$ cat config.mk
export PLATFORM = sky130hd
export DESIGN_NAME = reg_dump_scanner
export DESIGN_NICKNAME = d
export VERILOG_FILES = /design/src/rtl/mccomp_dbg_pkg.sv /design/src/rtl/reg_dump_shifter.sv /design/src/rtl/reg_dump_scanner.sv
export SDC_FILE = /design/constraint.sdc
export NUM_CORES = 1
export LEC_CHECK = 0
export ABC_AREA = 1
export BUFFER_PORTS_ARGS = -buffer_cell sky130_fd_sc_hd__buf_2
export CAP_MARGIN = 5
export CORE_UTILIZATION = 35
export DETAILED_ROUTE_END_ITERATION = 8
export PLACE_DENSITY_LB_ADDON = 0.05
export SYNTH_ARGS = -nofsm -noshare
export SYNTH_HDL_FRONTEND = slang
export SYNTH_SLANG_ARGS = --single-unit
$ cat constraint.sdc
create_clock -name clk -period 2.15 [get_ports clk]
set_clock_uncertainty 0.2 [all_clocks]
set_input_delay 0.215 -clock clk [delete_from_list [all_inputs] [get_ports clk]]
set_output_delay 0.215 -clock clk [all_outputs]
set_load 0.1 [all_outputs]
$ cat src/rtl/mccomp_dbg_pkg.sv
// Shared definitions for the CPU debug register dump path:
// FSM state encoding, frame geometry and the frame packing helper.
package mccomp_dbg_pkg;

  localparam int BYTES_PER_REG = 5;
  localparam int NUM_REGS      = 32;
  localparam int FRAME_W       = 8 * BYTES_PER_REG;

  typedef enum logic [1:0] {
    IDLE,
    SELECT,
    SEND,
    FINISH
  } dump_state_t;

  // Index byte first so the host can resynchronise on any register boundary.
  function automatic logic [FRAME_W-1:0] make_frame(input logic [4:0]  idx,
                                                    input logic [31:0] data);
    return {3'b000, idx, data};
  endfunction

endpackage

$ cat src/rtl/reg_dump_shifter.sv
// 40-bit frame register emitted MSB byte first; tracks how many bytes
// have left so the scanner knows when the current register is finished.
module reg_dump_shifter
  import mccomp_dbg_pkg::*;
(
  input  logic               clk,
  input  logic               rstn,
  input  logic               clear,
  input  logic               load,
  input  logic [FRAME_W-1:0] frame_in,
  input  logic               shift,
  output logic [7:0]         byte_out,
  output logic               last_byte
);

  logic [FRAME_W-1:0] frame;
  logic [2:0]         byte_cnt;

  always_ff @(posedge clk) begin
    if (!rstn || clear) begin
      frame    <= '0;
      byte_cnt <= '0;
    end else if (load) begin
      frame    <= frame_in;
      byte_cnt <= '0;
    end else if (shift) begin
      frame    <= {frame[FRAME_W-9:0], 8'h00};
      byte_cnt <= byte_cnt + 3'd1;
    end
  end

  assign byte_out  = frame[FRAME_W-1 -: 8];
  assign last_byte = (byte_cnt == 3'(BYTES_PER_REG - 1));

endmodule

$ cat src/rtl/reg_dump_scanner.sv
// Walks the CPU debug read port from FIRST_REG to LAST_REG and streams each
// register as a 5-byte frame over a valid/ready byte interface.
module reg_dump_scanner
  import mccomp_dbg_pkg::*;
#(
  parameter int FIRST_REG     = 0,
  parameter int LAST_REG      = 31,
  parameter int SETTLE_CYCLES = 1
) (
  input  logic        clk,
  input  logic        rstn,
  input  logic        start,
  input  logic        abort,
  output logic [4:0]  Reg_Sel,
  input  logic [31:0] Reg_Data,
  output logic [7:0]  out_data,
  output logic        out_valid,
  input  logic        out_ready,
  output logic        busy,
  output logic        done
);

  localparam logic [4:0] FIRST_IDX   = 5'(FIRST_REG);
  localparam logic [4:0] LAST_IDX    = 5'((LAST_REG < NUM_REGS) ? LAST_REG : NUM_REGS - 1);
  localparam logic [3:0] SETTLE_LOAD = 4'(SETTLE_CYCLES);

  dump_state_t state, next_state;
  logic [4:0]  reg_idx;
  logic [3:0]  settle_cnt;
  logic        valid_q;
  logic        load_frame;
  logic        transfer;
  logic        kill;
  logic        last_byte;
  logic [7:0]  shifter_byte;

  assign kill     = abort && (state != IDLE);
  assign transfer = valid_q && out_ready;

  always_ff @(posedge clk) begin
    if (!rstn) state <= IDLE;
    else       state <= next_state;
  end

  always_comb begin
    next_state = state;
    load_frame = 1'b0;
    case (state)
      IDLE:   if (start) next_state = SELECT;
      SELECT: if (settle_cnt == 4'd1) begin
                next_state = SEND;
                load_frame = 1'b1;
              end
      SEND:   if (transfer && last_byte)
                next_state = (reg_idx == LAST_IDX) ? FINISH : SELECT;
      FINISH: next_state = IDLE;
      default: next_state = IDLE;
    endcase
    if (kill) begin
      next_state = IDLE;
      load_frame = 1'b0;
    end
  end

  // The first SEND cycle only presents the freshly loaded frame; valid rises
  // after it and then stays up until the fifth byte of the register is taken.
  always_ff @(posedge clk) begin
    if (!rstn || kill) begin
      reg_idx    <= '0;
      settle_cnt <= '0;
      valid_q    <= 1'b0;
    end else begin
      case (state)
        IDLE: if (start) begin
                reg_idx    <= FIRST_IDX;
                settle_cnt <= SETTLE_LOAD;
              end
        SELECT: settle_cnt <= settle_cnt - 4'd1;
        SEND: if (!valid_q) begin
                valid_q <= 1'b1;
              end else if (out_ready && last_byte) begin
                valid_q <= 1'b0;
                if (reg_idx == LAST_IDX) begin
                  reg_idx <= '0;
                end else begin
                  reg_idx    <= reg_idx + 5'd1;
                  settle_cnt <= SETTLE_LOAD;
                end
              end
        default: reg_idx <= '0;
      endcase
    end
  end

  reg_dump_shifter u_shifter (
    .clk       (clk),
    .rstn      (rstn),
    .clear     (kill),
    .load      (load_frame),
    .frame_in  (make_frame(reg_idx, Reg_Data)),
    .shift     (transfer),
    .byte_out  (shifter_byte),
    .last_byte (last_byte)
  );

  assign Reg_Sel   = reg_idx;
  assign out_data  = shifter_byte;
  assign out_valid = valid_q;
  assign busy      = (state != IDLE);
  assign done      = (state == FINISH);

endmodule

==> results of run 1 <==
-- cells by family after synthesis --
| group | count (synthesis) |
|---|---|
| compound gates | 33 |
| simple gates | 293 |
| buf+inv | 82 |
| fa+ha+maj | 6 |
| flops | 55 |
-- power groups by stage --
stage / Sequential, mW / Clock (mW) / Combinational (mW)
3_5_place_dp: 1.24 / 0 / 1.36
2_1_floorplan: 1.35 / 0 / 0.971
5_1_grt: 1.23 / 0.750 / 1.53
4_1_cts: 1.22 / 0.717 / 1.38
6_report: 1.22 / 0.689 / 1.35
3_3_place_gp: 1.24 / 0 / 1.35
-- metal layers --
metal	track usage, %	vias up	share of wire (%)
li1	-	1523	-
met2	29.9	60	46
met4	3.08	0	0.72
met3	2.43	5	4.0
met1	23.5	1259	49
met5	0	-	0
-- final cells by class --
class / instances / area [µm²]
inverters: 54 / 203
fillers: 904 / 4760
clock inverters: 2 / 37.5
repair buffers: 68 / 400
clock buffers: 5 / 68.8
multi-input cells: 332 / 1470
well taps: 105 / 131
flip-flops and latches: 55 / 1100
-- through the flow --
stage | total power, mW | hold slack, ps | std cells | setup WS (ps) | area, µm²
after global placement | 2.59 | 251 | 606 | 260 | 3230
after CTS | 3.31 | 40.6 | 621 | 222 | 3420
after global routing | 3.51 | 60.9 | 621 | 19.5 | 3420
final | 3.26 | 48.6 | 621 | 256 | 3420
after floorplan | 2.32 | 164 | 469 | -20.8 | 2950
after detailed placement | 2.60 | 252 | 606 | 231 | 3230
-- Yosys cell counts --
| cell type | number | area [µm²] |
|---|---|---|
| nor2_1 | 113 | 424 |
| nor3_1 | 1 | 5.00 |
| or2_2 | 3 | 18.8 |
| nand4_1 | 2 | 12.5 |
| nand3_1 | 49 | 245 |
| ha_1 | 6 | 75.1 |
| clkinv_1 | 1 | 3.75 |
| nand2_1 | 112 | 420 |
| a21oi_1 | 27 | 135 |
| nand2_2 | 3 | 18.8 |
| clkbuf_1 | 7 | 26.3 |
| buf_6 | 2 | 22.5 |
| nand2_4 | 2 | 22.5 |
| buf_2 | 7 | 35.0 |
| inv_2 | 3 | 11.3 |
| o21ai_2 | 1 | 8.76 |
| nor2_2 | 2 | 12.5 |
| buf_4 | 12 | 90.1 |
| o21ai_0 | 5 | 25.0 |
| nand3b_1 | 5 | 37.5 |
| dfxtp_1 | 55 | 1100 |
| inv_1 | 50 | 188 |
| nor2_4 | 1 | 11.3 |
-- registers in the layout, indices dropped and copies added (netlist names) --
name	cells
Reg_Sel	5
out_valid	1
settle_cnt	4
state	2
u_shifter.byte_cnt	3
u_shifter.frame	40
-- worst max-delay path: cells and delay by family (launching register included) --
| kind | cells | cell delay, ps |
|---|---|---|
| buffers and inverters | 1 | 90 |
| flip-flops | 1 | 320 |
| adder cells (fa/ha/maj) | 1 | 160 |
| AND/OR/NAND/NOR | 7 | 990 |
-- cell usage in the layout, fill, tap and decap left out, types with 3 or more instances in the layout --
master,Yosys,layout
o21ai_0,5,5
inv_2,3,3
a21oi_1,27,27
nand2_2,3,3
ha_1,6,6
buf_2,7,52
dfxtp_2,0,3
inv_1,50,50
buf_4,12,8
nand2_1,112,112
nand3b_1,5,5
nor2_1,113,113
dfxtp_1,55,52
or2_2,3,3
dlygate4sd3_1,0,8
clkbuf_8,0,5
nand3_1,49,49
-- worst paths after layout --
check                                          from             endpoint  slack [ps]  cells past startpoint
worst max register to register        settle_cnt[1]  u_shifter.frame[29]         260                      9
worst max-delay path                  settle_cnt[1]  u_shifter.frame[29]         260                      9
worst min register to register  u_shifter.frame[38]  u_shifter.frame[38]         270                      2
worst min-delay path                   Reg_Data[21]  u_shifter.frame[21]          50                      5
==> metrics.md, run 1 <==
| Metric | Value |
|---|---|
| IO Pins | 53 |
| Outcome | finished clean |
| Fin Setup TNS | 0 ps |
| Vias per cell | 4.58 |
| Final worst path period share | around nine tenths |
| Max Cap Viol | 0 |
| CTS H-Tree Depth | 2 |
| Average routed wire per standard cell | 11.5 µm |
| Vias in the first global route | around 2700 |
| Unrepaired setup endpoints after global routing | no |
| Largest family of logic cells by synthesized area | simple AND/OR/NAND/NOR gates |
| Total GRT Usage | between 10% and 20% |
| Hold_buf cts | 8 |
| Post-Syn Instances | ~470 |
| DRT antenna net count | 0 |
| Placeable Area | slightly above 0.008 mm² |
| Post-CTS setup repair buffer count | 0 |
| Maximum clock frequency | 0.528 GHz |
| Sw Share | 44.3% |
| Post-Synth Adder-Cell Area | 2.54% |
| Combinational share of power | between 40% and 50% |
| Num rows | 33 |
| Synth Area in Compound Gates | 5.73% |
| Synthesis Warnings | 0 |
| Gr ovfl total | 0 |
| Slew Limit Fails | 0 |
| Routability Congestion | 0.834 |
| DR DRC count | 0 |
| Syn nets | approximately 510 |
| Final core occ | about two fifths |
| Clock group share of total power | between 20% and 30% |
| Synth Register Bits | 55 |
| Initial antenna violation count | 0 |
| CP arrival | 1880 ps |
| Clk buf depth | 2 |
| Critical path's largest stage delay | 330 ps |
| Leakage power | about 1.5 nW |
| Synth Area in XOR/XNOR | 0% |
| Die height | 93.8 µm |
| Worst-Margin Slew | roughly 490 ps |
| DRT Wirelength | about 7000 µm |
| Critical-path cell list | inv_1 > ha_1 > nand2_1 > nor2_2 > nand2_4 > nand2_4 > nor2_1 > nor2_1 > nor2_1 |
| Worst endpoint required time | ~2100 ps |
| Layout cells sized above 1 | 16.5% |
| Post-synth design cell area | ~0.0030 mm² |
| Sw power | 1.45 mW |
| Final min period | 1890 ps |
| Post-Synth Simple-Gate Area | a little over two fifths |
| Initial DRC Count | 105 |
| Sequential-to-total area share from yosys stat | roughly 37% |
| Largest net degree at the start of global routing | 35 |
| Count of different cell masters after synthesis | 23 |
| Critical path capture point type | flop |
| CTS Sinks | 55 |
| Hold Path Class | in -> reg |
| Post-synthesis mux area share | 0% |
| I/O Buffers | between 50 and 60 |
| Relative slew margins | approximately two thirds |
| Detail Placement HPWL | about 5000 µm |
| CTS tree | yes |
| Area growth syn-to-layout | 15.9% |
| CTS root buffer | clkbuf_8 |
| Worst skew pair latency | 310 ps |
| Hold Fails Final Rpt | 0 |
| Avg Inst Size Synth | around 6.3 µm² |
| Die Wd | 93.8 µm |
| Power Internal | around 1.8 mW |
| Max VDD drop | 0.000945 V |
| Num CTS Buffers | 5 |
| Final setup viols | 0 |
| Sequential power share | between 30% and 40% |
| Maximum fanout along the worst path | 34 |
| Vias | 2847 |
| Most common cell on crit path | nor2_1 |
| CP Launch Type | flop |
| Initial DRT Pass Iterations | 4 |
| Number of antenna diodes | 0 |
| Post-CTS sizing | 0 |
| Clock-pin transition on the worst setup and hold timing paths | roughly 100 ps |
| First-pass GRT wire length | between 10000 and 15000 µm |
| PwrDens | 954 mW/mm² |
| CP max stage cell | nand2_4 |
| WS Path Type | reg -> reg |
| Initial core utilization | between 30% and 40% |
| Fin nets | ~560 |
| Die Area | roughly 0.009 mm² |
Power figures use the tool's default switching activity.
==> run 2: changes to the inputs <==
--- a/config.mk
+++ b/config.mk
@@ -8,9 +8,11 @@
 export ABC_AREA = 1
 export BUFFER_PORTS_ARGS = -buffer_cell sky130_fd_sc_hd__buf_2
 export CAP_MARGIN = 5
+export CORE_ASPECT_RATIO = 1.1
 export CORE_UTILIZATION = 35
 export DETAILED_ROUTE_END_ITERATION = 8
 export PLACE_DENSITY_LB_ADDON = 0.05
+export REMOVE_ABC_BUFFERS = 1
 export SYNTH_ARGS = -nofsm -noshare
 export SYNTH_HDL_FRONTEND = slang
 export SYNTH_SLANG_ARGS = --single-unit
==> run 2 against run 1 <==
Clock power is 21% lower. Power fell by 3.9%. Global-route usage shrank 0.23 points. Worst setup slack better by 32 ps. Core utilization grew 0.44 points. Cell area is 0.62% lower. Critical path type unchanged. Highest routed layer unchanged.
==> metrics.md, run 2 (synthesized netlist as in run 1, its figures left out) <==
| Metric | Value |
|---|---|
| Outcome | finished clean (unchanged) |
| Num CTS Buffers | 5 (unchanged) |
| Die height | 98.3 µm (was 93.8 µm) |
| Critical path capture point type | flop (unchanged) |
| CP arrival | 1870 ps (was 1880 ps) |
| PwrDens | 923 mW/mm² (was 954 mW/mm²) |
| Commonest non-fill, non-tap cell in the layout | nor2_1 (unchanged) |
| DRT antenna net count | 0 (unchanged) |
| IO Pins | 53 (unchanged) |
| Largest net degree at the start of global routing | 30 (was 35) |
| Hold Fails Final Rpt | 0 (unchanged) |
| Worst path top cell family by delay | simple AND/OR/NAND/NOR gates (unchanged) |
| Total GRT Usage | 17.2% (was 17.5%) |
| Final core occ | 42.3% (was 41.8%) |
| Max FFs per register | 40 (unchanged) |
| Num rows | 34 (was 33) |
| Placeable Area | 0.00804 mm² (was 0.00818 mm²) |
| Worst Min Path Start | Reg_Data[13] (was Reg_Data[21]) |
| CTS Sinks | 55 (unchanged) |
| Most common cell on crit path | nor2_1 (unchanged) |
| Detail Placement HPWL | 4730 µm (was 4980 µm) |
| Clk buf depth | 2 (unchanged) |
| CTS tree | yes (unchanged) |
| Die Area | 0.00880 mm² (about the same) |
| Number of antenna diodes | 0 (unchanged) |
| CTS H-Tree Depth | 2 (unchanged) |
| Routability Congestion | 0.782 (was 0.834) |
| Vias | 2824 (was 2847) |
| Initial core utilization | 36.7% (was 36.1%) |
| Die Wd | 89.5 µm (was 93.8 µm) |
| Worst R2R Start | Reg_Sel[0] (was settle_cnt[1]) |
| Maximum fanout along the worst path | 7 (was 34) |
| Crit path from | Reg_Sel[0] (was settle_cnt[1]) |
| PnR worst setup slack | 288 ps (was 256 ps) |
| Final worst path period share | 86.6% (was 88.1%) |
| Maximum clock frequency | 0.537 GHz (was 0.528 GHz) |
| Layout cells sized above 1 | 15.5% (was 16.5%) |
| R2R Setup Slk | 290 ps (was 260 ps) |
| Slew Limit Fails | 0 (unchanged) |
| Critical path's largest stage delay | 380 ps (was 330 ps) |
| Worst slack at placement | 282 ps (was 231 ps) |
| Clock-pin transition on the worst setup and hold timing paths | 90 ps (was 100 ps) |
| Worst endpoint required time | 2150 ps (was 2140 ps) |
| Reg with most FFs | u_shifter.frame (unchanged) |
| Post-CTS sizing | 0 (unchanged) |
| DRT Wirelength | 7090 µm (was 7120 µm) |
| Crit path buf inv count | 0 (was 1) |
| Min Hold Slack | 45.9 ps (was 48.6 ps) |
| Initial DRC Count | 134 (was 105) |
| Critical-path cell list | ha_1 > nand2_1 > nor2_1 > ha_1 > o21ai_0 > nand3_1 > nor2_1 > nor2_1 (was inv_1 > ha_1 > nand2_1 > nor2_2 > nand2_4 > nand2_4 > nor2_1 > nor2_1 > nor2_1) |
| Max Cap Viol | 0 (unchanged) |
| Unrepaired setup endpoints after global routing | no (unchanged) |
| CTS root buffer | clkbuf_8 (unchanged) |
| Worst-Margin Slew | 488 ps (was 489 ps) |
| CP max stage cell | dfxtp_1 (was nand2_4) |
| Vias per cell | 4.53 (was 4.58) |
| First-pass GRT wire length | 12000 µm (was 12300 µm) |
| Gr ovfl total | 0 (unchanged) |
| Max VDD drop | 0.000960 V (was 0.000945 V) |
| Average routed wire per standard cell | 11.4 µm (was 11.5 µm) |
| Fin nets | 559 (unchanged) |
| Commonest non-fill, non-tap cells in the layout | nor2_1 (113), nand2_1 (112), dfxtp_1 (55), buf_2 (52), inv_1 (50) (was nor2_1 (113), nand2_1 (112), dfxtp_1 (52), buf_2 (52), inv_1 (50)) |
| DR DRC count | 0 (unchanged) |
| Vias in the first global route | 2553 (was 2721) |
| Worst skew pair latency | 300 ps (was 310 ps) |
| Fin Setup TNS | 0 ps (unchanged) |
| Hold Path Class | in -> reg (unchanged) |
| WS Path Type | reg -> reg (unchanged) |
| I/O Buffers | 52 (unchanged) |
| Final min period | 1860 ps (was 1890 ps) |
| Relative slew margins | 67.7% (was 67.6%) |
| Final setup viols | 0 (unchanged) |
| CP Launch Type | flop (unchanged) |
| Initial antenna violation count | 0 (unchanged) |
| Initial DRT Pass Iterations | 4 (unchanged) |
| Area growth syn-to-layout | 15.1% (was 15.9%) |
| Leakage power | 1.49 nW (was 1.50 nW) |
-- run 2: metrics by stage --
step / instance area, µm² / cells / power, mW
2_1_floorplan: 2780 / 441 / 2.22
3_5_place_dp: 3240 / 609 / 2.62
4_1_cts: 3400 / 623 / 3.18
5_1_grt: 3400 / 623 / 3.41
6_report: 3400 / 623 / 3.14
3_3_place_gp: 3240 / 609 / 2.62
-- run 2: where the power goes --
part	switching, mW	internal, mW	leakage [nW]
Clock	0.323	0.219	0.0371
Sequential	0.0897	1.13	0.445
Combinational	1.03	0.351	1.01
Total	1.44	1.70	1.49
-- run 2: final cells by class --
class,count,area [µm²]
tap,108,135
clock buffer,6,72.6
inverter,54,203
timing repair buffer,68,413
sequential,55,1100
fill,911,4640
multi-input combinational,332,1470
-- run 2: worst paths after layout --
check        depth (start not counted)             endpoint
max                                  8        settle_cnt[3]
min                                  5  u_shifter.frame[13]
max reg2reg                          8        settle_cnt[3]
min reg2reg                          2        settle_cnt[1]
-- run 2: worst reg2reg max path: stages (launching register included) --
cell     delay, ps
dfxtp_1        380
ha_1           230
nand2_1         80
nor2_1          50
ha_1           230
o21ai_0        170
nand3_1        210
nor2_1         160
nor2_1          50
-- run 2: metal layers --
| metal | wire length, µm | vias up | track usage, % |
|---|---|---|---|
| li1 | - | 1519 | - |
| met1 | 3550 | 1253 | 23.6 |
| met2 | 3210 | 47 | 27.6 |
| met3 | 247 | 5 | 3.21 |
| met4 | 70 | 0 | 4.27 |
| met5 | 0 | - | 0 |
-- run 2: repair_timing --
action | in CTS | in global routing
setup endpoints to repair | 0 | 0
buffers inserted | 0 | 0
hold buffers | 8 | 0
hold endpoints to repair | 8 | 0
==> run 3: changes to the inputs <==
--- a/config.mk
+++ b/config.mk
@@ -5,7 +5,6 @@
 export SDC_FILE = /design/constraint.sdc
 export NUM_CORES = 1
 export LEC_CHECK = 0
-export ABC_AREA = 1
 export BUFFER_PORTS_ARGS = -buffer_cell sky130_fd_sc_hd__buf_2
 export CAP_MARGIN = 5
 export CORE_ASPECT_RATIO = 1.1
==> run 3 against run 2 <==
The run now ends with DRC left. Synthesized cell count shrank 33%. Critical endpoint is now Reg_Sel[2]. Power shrank 30%. First-iteration DRC count grew 10%. Sequential share of layout area grew 1.4 points. Sequential power shrank 11%. Worst setup slack lost 170 ps.
==> metrics.md, run 3 <==
| Metric | Value |
|---|---|
| Count of different cell masters after synthesis | 34 (was 23) |
| Critical path's largest stage delay | 510 ps (was 380 ps) |
| Initial antenna violation count | 0 (unchanged) |
| Layout fillers | 798 (was 911) |
| Die Wd | 85.3 µm (was 89.5 µm) |
| Placeable Area | 0.00743 mm² (was 0.00804 mm²) |
| CTS root buffer | clkbuf_8 (unchanged) |
| Largest area contributor in the netlist | dfxtp_1 (unchanged) |
| CP Launch Type | flop (unchanged) |
| Sequential-to-total area share from yosys stat | 41.2% (was 37.3%) |
| IO Pins | 53 (unchanged) |
| Initial DRC Count | 148 (was 134) |
| PwrDens | 672 mW/mm² (was 923 mW/mm²) |
| CTS H-Tree Depth | 2 (unchanged) |
| Max Cap Viol | 0 (unchanged) |
| Synthesis Warnings | 0 (unchanged) |
| CP max stage cell | or3b_2 (was dfxtp_1) |
| Vias | 2273 (was 2824) |
| Min Hold Slack | 7.27 ps (was 45.9 ps) |
| CTS Sinks | 55 (unchanged) |
| Leakage power | 1.24 nW (was 1.49 nW) |
| Avg Inst Size Synth | 8.52 µm² (was 6.29 µm²) |
| Area growth syn-to-layout | 21.6% (was 15.1%) |
| CP arrival | 2090 ps (was 1870 ps) |
| I/O Buffers | 52 (unchanged) |
| Number of antenna diodes | 0 (unchanged) |
| Final setup viols | 0 (unchanged) |
| Post-synth design cell area | 0.00267 mm² (was 0.00295 mm²) |
| Gr ovfl total | 0 (unchanged) |
| DRT antenna net count | 0 (unchanged) |
| Reg with most FFs | u_shifter.frame (unchanged) |
| Critical-path cell list | ha_1 > and3_1 > ha_1 > or3b_2 > nor2_2 > nand3b_1 > a21oi_1 (was ha_1 > nand2_1 > nor2_1 > ha_1 > o21ai_0 > nand3_1 > nor2_1 > nor2_1) |
| Total GRT Usage | 15.6% (was 17.2%) |
| Maximum fanout along the worst path | 4 (was 7) |
| Relative slew margins | 67.3% (was 67.7%) |
| R2R Setup Slk | 120 ps (was 290 ps) |
| Layout cells sized above 1 | 30.5% (was 15.5%) |
| Outcome | finished with violations (was finished clean) |
| End of the worst register-to-register path | Reg_Sel[2] (was settle_cnt[3]) |
| Detail Placement HPWL | 3960 µm (was 4730 µm) |
| Synth Register Bits | 55 (unchanged) |
| Crit path from | Reg_Sel[0] (unchanged) |
| DR DRC count | 2 (was 0) |
| Commonest cells in the netlist | nand2_1 (81), dfxtp_1 (55), nor2_1 (44) (was nor2_1 (113), nand2_1 (112), dfxtp_1 (55)) |
| WS Path Type | reg -> reg (unchanged) |
| Unrepaired setup endpoints after global routing | no (unchanged) |
| Die Area | 0.00799 mm² (was 0.00880 mm²) |
| Worst-Margin Slew | 494 ps (was 488 ps) |
| R2R depth | 7 (was 8) |
| Main area contributors after synthesis | dfxtp_1 (41%), a311oi_2 (16%), nand2_1 (11%), nor2_1 (6.2%), a21oi_1 (3.0%) (was dfxtp_1 (37%), nor2_1 (14%), nand2_1 (14%), nand3_1 (8.3%), inv_1 (6.4%)) |
| Fin nets | 412 (was 559) |
| Vias per cell | 4.97 (was 4.53) |
| Synth top area share | 41.2% (was 37.3%) |
| Worst path top cell family by delay | simple AND/OR/NAND/NOR gates (unchanged) |
| Average routed wire per standard cell | 13.3 µm (was 11.4 µm) |
| Final min period | 2030 ps (was 1860 ps) |
| Commonest non-fill, non-tap cell in the layout | nand2_1 (was nor2_1) |
| Initial DRT Pass Iterations | 6 (was 4) |
| Worst R2R Start | Reg_Sel[0] (unchanged) |
| Num CTS Buffers | 5 (unchanged) |
| Crit path buf inv count | 0 (unchanged) |
| Worst skew pair latency | 310 ps (was 300 ps) |
| Crit path to | Reg_Sel[2] (was settle_cnt[3]) |
| Failing checks | DRC |
| First-pass GRT wire length | 9870 µm (was 12000 µm) |
| Top FF cell, synth | dfxtp_1 (unchanged) |
| CTS tree | yes (unchanged) |
| Routability Congestion | 0.744 (was 0.782) |
| Worst endpoint required time | 2210 ps (was 2150 ps) |
| Max VDD drop | 0.000278 V (was 0.000960 V) |
| Largest net degree at the start of global routing | 42 (was 30) |
| Async SR Flop Fraction | 0% (unchanged) |
| Clock-pin transition on the worst setup and hold timing paths | 100 ps (was 90 ps) |
| Post-Syn Instances | 314 (was 469) |
| Hold Fails Final Rpt | 0 (unchanged) |
| Hold Path Class | in -> reg (unchanged) |
| Pwr Total | 2.19 mW (was 3.14 mW) |
| Initial core utilization | 36.0% (was 36.7%) |
| Clk buf depth | 2 (unchanged) |
| Crit. path cell count | 7 (was 8) |
| Vias in the first global route | 2052 (was 2553) |
| Maximum clock frequency | 0.493 GHz (was 0.537 GHz) |
| Most common cell on crit path | ha_1 (was nor2_1) |
| Max FFs per register | 40 (unchanged) |
| Hold depth | 3 (was 5) |
| Commonest non-fill, non-tap cells in the layout | nand2_1 (80), dfxtp_1 (55), buf_2 (52), nor2_1 (43), a311oi_2 (29) (was nor2_1 (113), nand2_1 (112), dfxtp_1 (55), buf_2 (52), inv_1 (50)) |
| DRT Wirelength | 6080 µm (was 7090 µm) |
| Post-synth EDFFs | 0 (unchanged) |
| Final worst path period share | 94.4% (was 86.6%) |
| Post-CTS setup repair buffer count | 0 (unchanged) |
| Num rows | 33 (was 34) |
| Slew Limit Fails | 0 (unchanged) |
| Die height | 93.7 µm (was 98.3 µm) |
| Count leader, synth | nand2_1 (was nor2_1) |
| Critical path capture point type | flop (unchanged) |
## run 3: changes by cell type in the layout (fill, tap and decap cells not counted), moves of 9 or more
cell | before | now
a311oi_2 | 0 | 29
a21oi_1 | 27 | 16
nor2_1 | 113 | 43
nand2_1 | 112 | 80
inv_1 | 50 | 5
buf_4 | 7 | 16
nand3_1 | 49 | 9
## run 3: per-layer routing
| metal | up-vias | track usage [%] | part of all wire, % |
|---|---|---|---|
| li1 | 1180 | - | - |
| met1 | 1051 | 21.4 | 51 |
| met2 | 35 | 24.7 | 45 |
| met3 | 7 | 2.64 | 2.9 |
| met4 | 0 | 5.42 | 1.3 |
| met5 | - | 0 | 0 |
## run 3: timing repair
action / CTS / global route
hold buffers: 8 / 0
resized for setup: 1 / 1
endpoints found under the setup margin: 25 / 2
endpoints found under the hold margin: 8 / 0
pin swaps: 0 / 0
## run 3: worst min-delay path by stage
stage | startpoint | endpoint | slack (ps)
after detailed placement | u_shifter.frame[39] | u_shifter.frame[39] | 250
after global placement | u_shifter.frame[38] | u_shifter.frame[38] | 240
final | Reg_Data[12] | u_shifter.frame[12] | 7
after CTS | Reg_Data[10] | u_shifter.frame[10] | 4
after global routing | Reg_Data[30] | u_shifter.frame[30] | 8
after floorplan | Reg_Data[0] | u_shifter.frame[0] | 150
## run 3: final cells by class
class | instances | area [µm²] | share of cell area, %
clock buffer | 6 | 82.6 | 2.54
clock inverter | 2 | 35.0 | 1.08
inverter | 5 | 18.8 | 0.577
multi-input combinational | 223 | 1390 | 42.6
sequential | 55 | 1100 | 33.9
tap | 87 | 109 | 3.35
timing repair buffer | 79 | 520 | 16.0
## run 3: worst reg2reg max path: stages (launching register included)
cell and delay (ps):
dfxtp_1 330, ha_1 220, and3_1 190, ha_1 200, or3b_2 510, nor2_2 120
nand3b_1 80, a21oi_1 130
## run 3: where the power goes
group / switching [mW] / internal [mW] / total, mW / leakage [nW]
Clock: 0.351 / 0.378 / 0.729 / 0.0612
Sequential: 0.0264 / 1.06 / 1.08 / 0.445
Combinational: 0.222 / 0.152 / 0.374 / 0.734
Total: 0.600 / 1.59 / 2.19 / 1.24
## run 3: kinds of logic (layout without fill, tap and decap cells)
kind of cell / after synthesis / after routing / synth area share (%)
adders and majority gates: 6 / 6 / 2.81
DFF: 55 / 55 / 41.2
buffers and inverters: 36 / 92 / 7.39
AOI/OAI and AO/OA: 59 / 59 / 23.2
muxes: 1 / 1 / 0.374
xor gates and xnor gates: 3 / 3 / 0.983
and+or+nand+nor: 154 / 154 / 24.1
## run 3: per-stage QoR
step                util (%)  std cells  area [µm²]  setup slack (ps)  TNS [ps]
global placement        41.0        441        3050              20.2         0
global route            43.8        457        3250              13.3         0
detailed placement      41.0        441        3050             -17.5     -57.7
CTS                     43.7        457        3250              90.0         0
floorplan                  -        283        2490              -918    -36710
finish                  43.8        457        3250               121         0
